--- config.mk ---
export PLATFORM = sky130hd
export DESIGN_NAME = uart_tx_serializer
export DESIGN_NICKNAME = d
export VERILOG_FILES = /design/src/rtl/uart_tx_serializer.sv
export SDC_FILE = /design/constraint.sdc
export NUM_CORES = 1
export LEC_CHECK = 0
export BUFFER_PORTS_ARGS = -buffer_cell sky130_fd_sc_hd__clkbuf_2
export CAP_MARGIN = 20
export CORE_MARGIN = 2
export CORE_UTILIZATION = 40
export CTS_CLUSTER_SIZE = 28
export DETAILED_ROUTE_END_ITERATION = 7
export PLACE_DENSITY_LB_ADDON = 0.25
export SYNTH_ARGS = -nofsm -noshare
export SYNTH_HDL_FRONTEND = slang
export SYNTH_SLANG_ARGS = --single-unit
--- constraint.sdc ---
create_clock -name clk -period 1.5 [get_ports clk]
set_input_delay 0.3 -clock clk [delete_from_list [all_inputs] [get_ports clk]]
set_output_delay 0.3 -clock clk [all_outputs]
set_load 0.05 [all_outputs]
--- src/rtl/uart_tx_serializer.sv ---
// uart_tx_serializer: loads a parallel word, shifts it out LSB-first on ser_en,
// flags the last data bit and holds the word's parity for the TX mux.
module uart_tx_serializer #(
    parameter int data_width = 8
) (
    input  logic                  clk,
    input  logic                  rst,
    input  logic [data_width-1:0] p_data,
    input  logic                  data_valid,
    input  logic                  busy,
    input  logic                  ser_en,
    input  logic                  par_type,
    output logic                  ser_data,
    output logic                  ser_done,
    output logic                  par_bit
);
    localparam int CW = $clog2(data_width);
    localparam logic [CW-1:0] LAST = CW'(data_width - 1);
    logic [data_width-1:0] r_shift_reg;
    logic [CW-1:0]         r_bit_cnt;
    logic                  r_par_bit;
    logic                  w_load;
    assign w_load = data_valid & ~busy;
    // a load wins over a simultaneous shift enable
    always_ff @(posedge clk or negedge rst) begin
        if (!rst) begin
            r_shift_reg <= '0;
            r_bit_cnt   <= '0;
            r_par_bit   <= 1'b0;
        end else if (w_load) begin
            r_shift_reg <= p_data;
            r_bit_cnt   <= '0;
            r_par_bit   <= ^p_data ^ par_type;
        end else if (ser_en) begin
            r_shift_reg <= {1'b0, r_shift_reg[data_width-1:1]};
            r_bit_cnt   <= (r_bit_cnt == LAST) ? '0 : r_bit_cnt + 1'b1;
        end
    end
    assign ser_data = r_shift_reg[0];
    assign ser_done = ser_en & (r_bit_cnt == LAST);
    assign par_bit  = r_par_bit;
endmodule

Yosys cells after proc, flatten, opt, wreduce, memory -nomap -nowiden
Index checks and enable logic that the tools add are counted.
Widths: inputs -> output; s select.

storage, ports and cells
  input port bits = 14
  flip-flop bits (word level) = 12
  word-level logic and storage cells = 16
  output and inout bits = 3

operators by class
  equality and inequality tests = 1
  add/subtract/negate cells = 1
  multiplexer cells = 5
  bitwise logic cells = 4
  reductions and logical operators = 2

operators by type and width
  kind                 number
  $mux 8               2
  $mux 3               3
  $reduce_xor 8->1     1
  $add 3x1->3 const B  1
  $eq 3x3->1 const B   1
  $and 1x1->1          2
  $reduce_bool 2->1    1
  $not 1->1            1
  $xor 1x1->1          1

Longest topological paths before layout
Gate-level depths: netlist (run 1).

  word-level depth = 4
  gate-level depth with buffers = 4
  depth with buffers taken out = 4

Least setup slack after synthesis (run 1)
No wires, ideal clock.

  path type = register -> register
  start = reg r_bit_cnt[0]
  end = reg r_bit_cnt[0]
  data required time = 1.412 ns
  period minus slack after synthesis = 1.339 ns
  slack = 0.161 ns
  cell stages (with the launch flop) = 5
  path buffers = 0
  arrival = 1.251 ns
  setup time = 0.088 ns
  path through = dfrtp_1 -> ha_1 -> ha_1 -> and2_1 -> nor3_1

between the ends
  cells in the longest elaborated chain, start to end = 4
  elaborated cells on any way between the ends = 5
  classes of those cells = add/sub (1); eq/ne (1); mux (3)

ends and longest elaborated chain
  item                                       line  text
  start: declaration                         20    logic [CW-1:0] r_bit_cnt;
  start signal: assignment                   36    r_bit_cnt <= (r_bit_cnt == LAST) ? '0 : r_bit_cnt + 1'b1;
  $add 3x1->3 or $eq 3x3->1 (tied branches)  36
  $mux 3 *                                   36
  $mux 3 *                                   34    end else if (ser_en) begin
  $mux 3 *                                   30    end else if (w_load) begin

Mark *: on every way between the ends. The rest lies on a longest branch, timed or not. The select of a mux whose other input is x is not followed.
A chain may end at the register's enable or synchronous reset.

Final worst setup path (run 1)
  start = reg r_bit_cnt[0]
  end = out ser_done

between the ends
  cells in the longest elaborated chain, start to end = 2

ends and longest elaborated chain
  item              line  text
  $eq 3x3->1        40    assign ser_done = ser_en & (r_bit_cnt == LAST);
  $and 1x1->1       40
  end: declaration  14    output logic ser_done,

No other way between the ends.

==> results.py, run 1 <==
metrics = {
    "status": {
        "status": "complete, but fails checks",
        "violations": "negative setup slack",
    },
    "timing": {
        "grt_setup_unrepaired": "yes",
        "period_needed_ns": 1.62,
        "final-setup-viol-count": 1,
        "finalCritPeriodShare": 1.08,
        "hold_viol": 0,
        "relSlewSlack": 0.805,
        "whs_ns": 0.240,
        "drv_slew": 0,
        "tightest_slew_ns": 0.292,
        "max_freq_mhz": 618,
        "setup_ws_ns": -0.119,
        "clock_skew_ns": 0.00491,
    },
    "yosys": {
        "ys_seq_area_frac": 0.472,
        "synth_cells": 57,
        "synthFlopType": "dfrtp_1",
        "synth.distinct_cells": 17,
        "ys_ff_latch": 12,
        "synth_warnings": 0,
        "synth_nets": 73,
        "synth_area_um2": 636,
        "syn_area_per_cell_um2": 11.2,
        "synth_edf_count": 0,
        "synth.largest_area_cell": "dfrtp_1",
        "synth_top_area_share": 0.472,
        "async_flop_share": 1.00,
        "netlist_top_cells_area": "dfrtp_1 (47%), mux2i_1 (14%), xnor2_1 (6.9%)",
    },
    "worst_setup_path": {
        "crit_type": "reg -> out",
        "cp_max_fo": 2,
        "rr_endpoint": "r_bit_cnt[0]",
        "rrSetupSlack_ns": 0.38,
        "worstPathArrival_ns": 1.32,
        "crit_path_end_kind": "output pin",
        "r2r_start": "r_bit_cnt[0]",
        "required_ns": 1.20,
        "cp-start-kind": "flip-flop",
        "reg2reg_depth": 4,
        "startpoint": "r_bit_cnt[0]",
    },
    "grt": {
        "grt_use_met3": 0.0500,
        "grt_pass1_wl_um": 1860,
        "met2_usage": 0.224,
        "grt_antenna_before_repair": 0,
        "met1_usage": 0.150,
        "busiest_layer": "met2",
        "grt_max_degree": 13,
        "grt_pass1_vias": 447,
        "gr-total-overflow": 0,
        "grt_usage": 0.143,
    },
    "floorplan": {
        "dieArea_um2": 1920,
        "io_pins": 17,
        "row_count": 14,
        "initial_core_util": 0.422,
        "fp.dieH_um": 43.9,
        "die_width_um": 43.9,
        "coreArea_um2": 1510,
    },
    "detailed_routing": {
        "drtAntennaViolNets": 0,
        "vias_per_cell": 4.79,
        "via_count": 460,
        "drt_iter0_drc": 2,
        "remaining_drc_errors": 0,
        "dr.pass1.iters": 4,
        "drt_wl_total_um": 1110,
        "avgRoutedWirePerCell_um": 11.6,
    },
    "placement": {
        "dpl_cell_area_um2": 746,
        "pre_cts_ws_ns": 0.0109,
        "gp_congestion": 0.664,
        "port_buffers": 16,
        "hpwl_um": 802,
    },
    "clocking": {
        "cts_tree": "built",
        "clock-sinks": 12,
        "clk_pin_slew_ns": 0.08,
        "htree_num_levels": 1,
        "clock-root-buffer": "clkbuf_4",
        "clockBufferDepth": 2,
        "numCtsBuffers": 3,
        "clk_latency_ns": 0.28,
    },
    "pwr": {
        "p_leak_uw": 0.000421,
        "clock_power_share": 0.258,
        "powerDensity_nw_per_um2": 1260,
        "ir_worst_vdd_mv": 0.606,
        "pwr-share-seq": 0.418,
        "pwr-share-comb": 0.323,
        "p_int_uw": 711,
        "power.switching_uw": 337,
        "switching_share": 0.322,
    },
    "layout": {
        "final_nets": 97,
        "syn_to_final_growth_pct": 31.3,
        "final_cell_mix": "clkbuf_2 (15), dfrtp_1 (12), mux2i_1 (9), nand2_1 (8), o21ai_0 (8)",
        "insertedDiodeCount": 0,
        "drive_above_1_share": 0.375,
        "largest_reg_flops": 8,
        "final_common_cell": "clkbuf_2",
        "final_area_um2": 835,
    },
    "run": {
        "cap_violations": 0,
    },
    "worst_hold_path": {
        "hold_path_end": "r_shift_reg[7]",
        "min_from": "p_data[7]",
        "hold_depth": 3,
        "hold_path.class": "in -> reg",
    },
}
## synthesized netlist by cell type (2+ instances only)
master,count
dfrtp_1,12
mux2i_1,9
nand2_1,8
o21ai_0,8
xnor2_1,5
clkbuf_1,2
ha_1,2
nor2_1,2
## through the flow
step                setup TNS (ns)  total power, uW  utilization  cells
floorplan                        0              672            -     57
global placement                 0              745        0.495     89
detailed placement               0              754        0.495     89
CTS                         -0.114             1050        0.549     95
global route                -0.164             1110        0.554     96
finish                      -0.119             1050        0.554     96
## how the worst max path moves through the flow
stage	end	slack [ns]	cells past startpoint
3_5_place_dp	par_bit	0.01	5
5_1_grt	ser_done	-0.16	4
2_1_floorplan	r_bit_cnt[0]	0.16	4
6_report	ser_done	-0.12	4
4_1_cts	ser_done	-0.11	4
3_3_place_gp	par_bit	0.04	5
## cell type report
class                           instances  area (um^2)
Tap cell                               16         20.0
Timing Repair Buffer                   22          148
Sequential cell                        12          300
Fill cell                             147          672
Multi-Input combinational cell         42          330
Clock buffer                            4         36.3
## kinds of logic after synthesis
family                     count (synthesis)  synth area share
xor gates and xnor gates                   8             0.144
AOI/OAI and AO/OA                          8            0.0630
buffers and inverters                      3            0.0197
muxes                                     10             0.165
and+or+nand+nor                           14            0.0965
DFF                                       12             0.472
adders and majority gates                  2            0.0394
## timing repair
| action | CTS | global route |
|---|---|---|
| pin swaps | 1 | 0 |
| hold buffers | 1 | 0 |
| setup buffers | 1 | 1 |
| hold endpoints to repair | 12 | 0 |
| setup endpoints to repair | 1 | 1 |
| resized for setup | 6 | 0 |
## power by group through the flow
stage / registers [uW] / logic [uW] / clock network (uW)
after floorplan: 503 / 169 / 0
after global placement: 444 / 300 / 0
after detailed placement: 446 / 309 / 0
after CTS: 440 / 332 / 275
after global routing: 450 / 378 / 287
final: 438 / 339 / 271
## worst max-delay path, stage by stage, from the launching register on
cell and delay, ns:
dfrtp_1 0.40, ha_2 0.17, ha_2 0.16, and2_4 0.14, clkbuf_16 0.16
## layer usage
metal  routed length, um  vias up
li1                    -      237
met1                 506      205
met2                 503       13
met3                  59        5
met4                  42        0
met5                   0        -
Power figures use the tool's default switching activity.
==> inputs of run 2 (changes only) <==
- ABC_AREA: unset -> 1
==> run 2 against run 1 <==
  * The flow still finishes with violations (negative setup slack)
  * Sequential power decreased by 6.4%
  * Maximum frequency rose by 3.5%
  * Via count up 44%
  * Die area increased by 16%
  * Critical path type unchanged
  * Largest cell class unchanged
  * Largest power group unchanged
==> results.py, run 2 <==
metrics = {
    "status": {
        "status": "complete, but fails checks",
        "violations": "negative setup slack",
    },
    "detailed_routing": {
        "avgRoutedWirePerCell_um": 10.4,
        "vias_per_cell": 4.52,
        "drtAntennaViolNets": 0,
        "remaining_drc_errors": 0,
        "drt_wl_total_um": 1520,
        "dr.pass1.iters": 4,
        "via_count": 664,
        "drt_iter0_drc": 18,
    },
    "floorplan": {
        "dieArea_um2": 2230,
        "io_pins": 17,
        "die_width_um": 47.2,
        "coreArea_um2": 1750,
        "initial_core_util": 0.428,
        "fp.dieH_um": 47.2,
        "row_count": 15,
    },
    "clocking": {
        "clock-sinks": 12,
        "cts_tree": "built",
        "clk_latency_ns": 0.27,
        "clockBufferDepth": 2,
        "htree_num_levels": 1,
        "numCtsBuffers": 3,
        "clk_pin_slew_ns": 0.08,
        "clock-root-buffer": "clkbuf_4",
    },
    "timing": {
        "grt_setup_unrepaired": "yes",
        "setup_ws_ns": -0.0642,
        "clock_skew_ns": 0.00607,
        "whs_ns": 0.273,
        "drv_slew": 0,
        "finalSetupTns_ns": -0.0642,
        "period_needed_ns": 1.56,
        "tightest_slew_ns": 0.322,
        "final-setup-viol-count": 1,
        "finalCritPeriodShare": 1.04,
        "relSlewSlack": 0.785,
        "max_freq_mhz": 639,
        "hold_viol": 0,
    },
    "pwr": {
        "pwr-share-comb": 0.339,
        "clock_power_share": 0.213,
        "ir_worst_vdd_mv": 0.491,
        "p_leak_uw": 0.000526,
        "p_int_uw": 609,
        "power.switching_uw": 307,
        "switching_share": 0.335,
        "powerDensity_nw_per_um2": 985,
        "pwr-share-seq": 0.447,
    },
    "grt": {
        "met2_usage": 0.274,
        "grt_use_met3": 0.0346,
        "grt_antenna_before_repair": 0,
        "gr-total-overflow": 0,
        "grt_max_degree": 19,
        "busiest_layer": "met2",
        "met1_usage": 0.232,
        "grt_usage": 0.173,
        "grt_pass1_vias": 634,
        "grt_pass1_wl_um": 2660,
    },
    "layout": {
        "syn_to_final_growth_pct": 24.6,
        "final_cell_count_no_fill": 147,
        "final_nets": 140,
        "finish.utilization": 0.533,
        "regArea_um2": 300,
        "final_common_cell": "nand2_1",
        "final_area_um2": 931,
        "final_cell_mix": "nand2_1 (26), inv_1 (21), clkbuf_2 (15), a21oi_1 (13), dfrtp_1 (12)",
        "largest_reg_flops": 8,
        "fillers": 185,
        "insertedDiodeCount": 0,
        "multi_input_area_um2": 347,
        "drive_above_1_share": 0.270,
    },
    "yosys": {
        "async_flop_share": 1.00,
        "syn_area_per_cell_um2": 7.40,
        "synth_edf_count": 0,
        "post-synth-top-count-cell": "nand2_1",
        "ys_seq_area_frac": 0.402,
        "synth_nets": 117,
        "synth_top_area_share": 0.402,
        "synth.distinct_cells": 19,
        "synth_common_cells": "nand2_1 (27), inv_1 (22), a21oi_1 (13), dfrtp_1 (12), o21ai_0 (7)",
        "synthFlopType": "dfrtp_1",
        "synth_area_um2": 747,
        "netlist_top_cells_area": "dfrtp_1 (40%), nand2_1 (14%), inv_1 (11%)",
        "synth_warnings": 0,
        "synth.largest_area_cell": "dfrtp_1",
        "synth_cells": 101,
        "ys_ff_latch": 12,
    },
    "placement": {
        "gp_congestion": 0.780,
        "dp.cells": 140,
        "dpl_cell_area_um2": 838,
        "port_buffers": 16,
        "hpwl_um": 1120,
    },
    "worst_setup_path": {
        "worstPathArrival_ns": 1.26,
        "cp_max_fo": 2,
        "crit_path_end_kind": "output pin",
        "crit_type": "reg -> out",
        "reg2reg_depth": 5,
        "cp-start-kind": "flip-flop",
        "startpoint": "r_bit_cnt[1]",
        "required_ns": 1.20,
        "r2r_start": "r_bit_cnt[1]",
    },
    "worst_hold_path": {
        "min_from": "p_data[7]",
        "hold_path.class": "in -> reg",
        "hold_depth": 3,
    },
    "run": {
        "cap_violations": 0,
    },
}
-- run 2: changes by cell type after synthesis, sizes merged, moves of 3 or more --
| cell | previous run | this run |
|---|---|---|
| a21oi | 0 | 13 |
| inv | 0 | 22 |
| nand2 | 8 | 27 |
| nand3 | 0 | 5 |
| xnor2 | 6 | 1 |
| buf | 1 | 4 |
| mux2i | 9 | 0 |
-- run 2: layout make-up --
cell class                      count  area share
Clock buffer                        3      0.0242
Inverter                           22      0.0887
Multi-Input combinational cell     63       0.372
Sequential cell                    12       0.323
Tap cell                           25      0.0336
Timing Repair Buffer               22       0.159
-- run 2: cell families (layout without fill, tap and decap cells) --
family / count (synthesis) / in the layout / share of synthesized area
compound gates: 23 / 23 / 0.183
xor+xnor: 2 / 2 / 0.0235
fa+ha+maj: 2 / 2 / 0.0335
buf+inv: 26 / 47 / 0.157
flops: 12 / 12 / 0.402
simple gates: 36 / 36 / 0.201
-- run 2: metal layers --
| metal | vias up | part of all wire | wire, um |
|---|---|---|---|
| li1 | 360 | - | - |
| met1 | 294 | 0.47 | 717 |
| met2 | 8 | 0.50 | 761 |
| met3 | 2 | 0.016 | 24 |
| met4 | 0 | 0.012 | 19 |
| met5 | - | 0 | 0 |
-- run 2: path summary, 6_finish.rpt --
check	end	slack, ns
max reg2reg	r_bit_cnt[0]	0.36
max	ser_done	-0.06
min	r_shift_reg[7]	0.27
min in group asynchronous	r_shift_reg[3]	0.45
min reg2reg	par_bit	0.49
max in group asynchronous	r_shift_reg[1]	0.80
-- run 2: critical path: stages, from the launching register on --
cell and delay, ns:
dfrtp_1 0.38, ha_2 0.20, ha_4 0.15, nand2_2 0.06, inv_2 0.04, clkbuf_16 0.16
-- run 2: power groups by stage --
stage	Sequential (uW)	Clock (uW)	Combinational, uW
after floorplan	442	0	160
after global placement	413	0	246
after detailed placement	415	0	253
after CTS	410	204	299
after global routing	418	227	358
final	410	196	311
-- run 2: what timing repair did --
action | in CTS | in global routing
pin swaps | 2 | 0
endpoints found under the setup margin | 1 | 1
gates resized for setup | 8 | 0
endpoints found under the hold margin | 12 | 0
hold buffers | 1 | 0
gates cloned | 0 | 0
setup buffers | 2 | 1
-- run 2: stage by stage --
stage                     setup slack, ns  power [uW]
after floorplan                     0.216         602
after global placement              0.151         659
after detailed placement            0.131         668
after CTS                         -0.0623         912
after global routing               -0.122        1000
final                             -0.0642         917
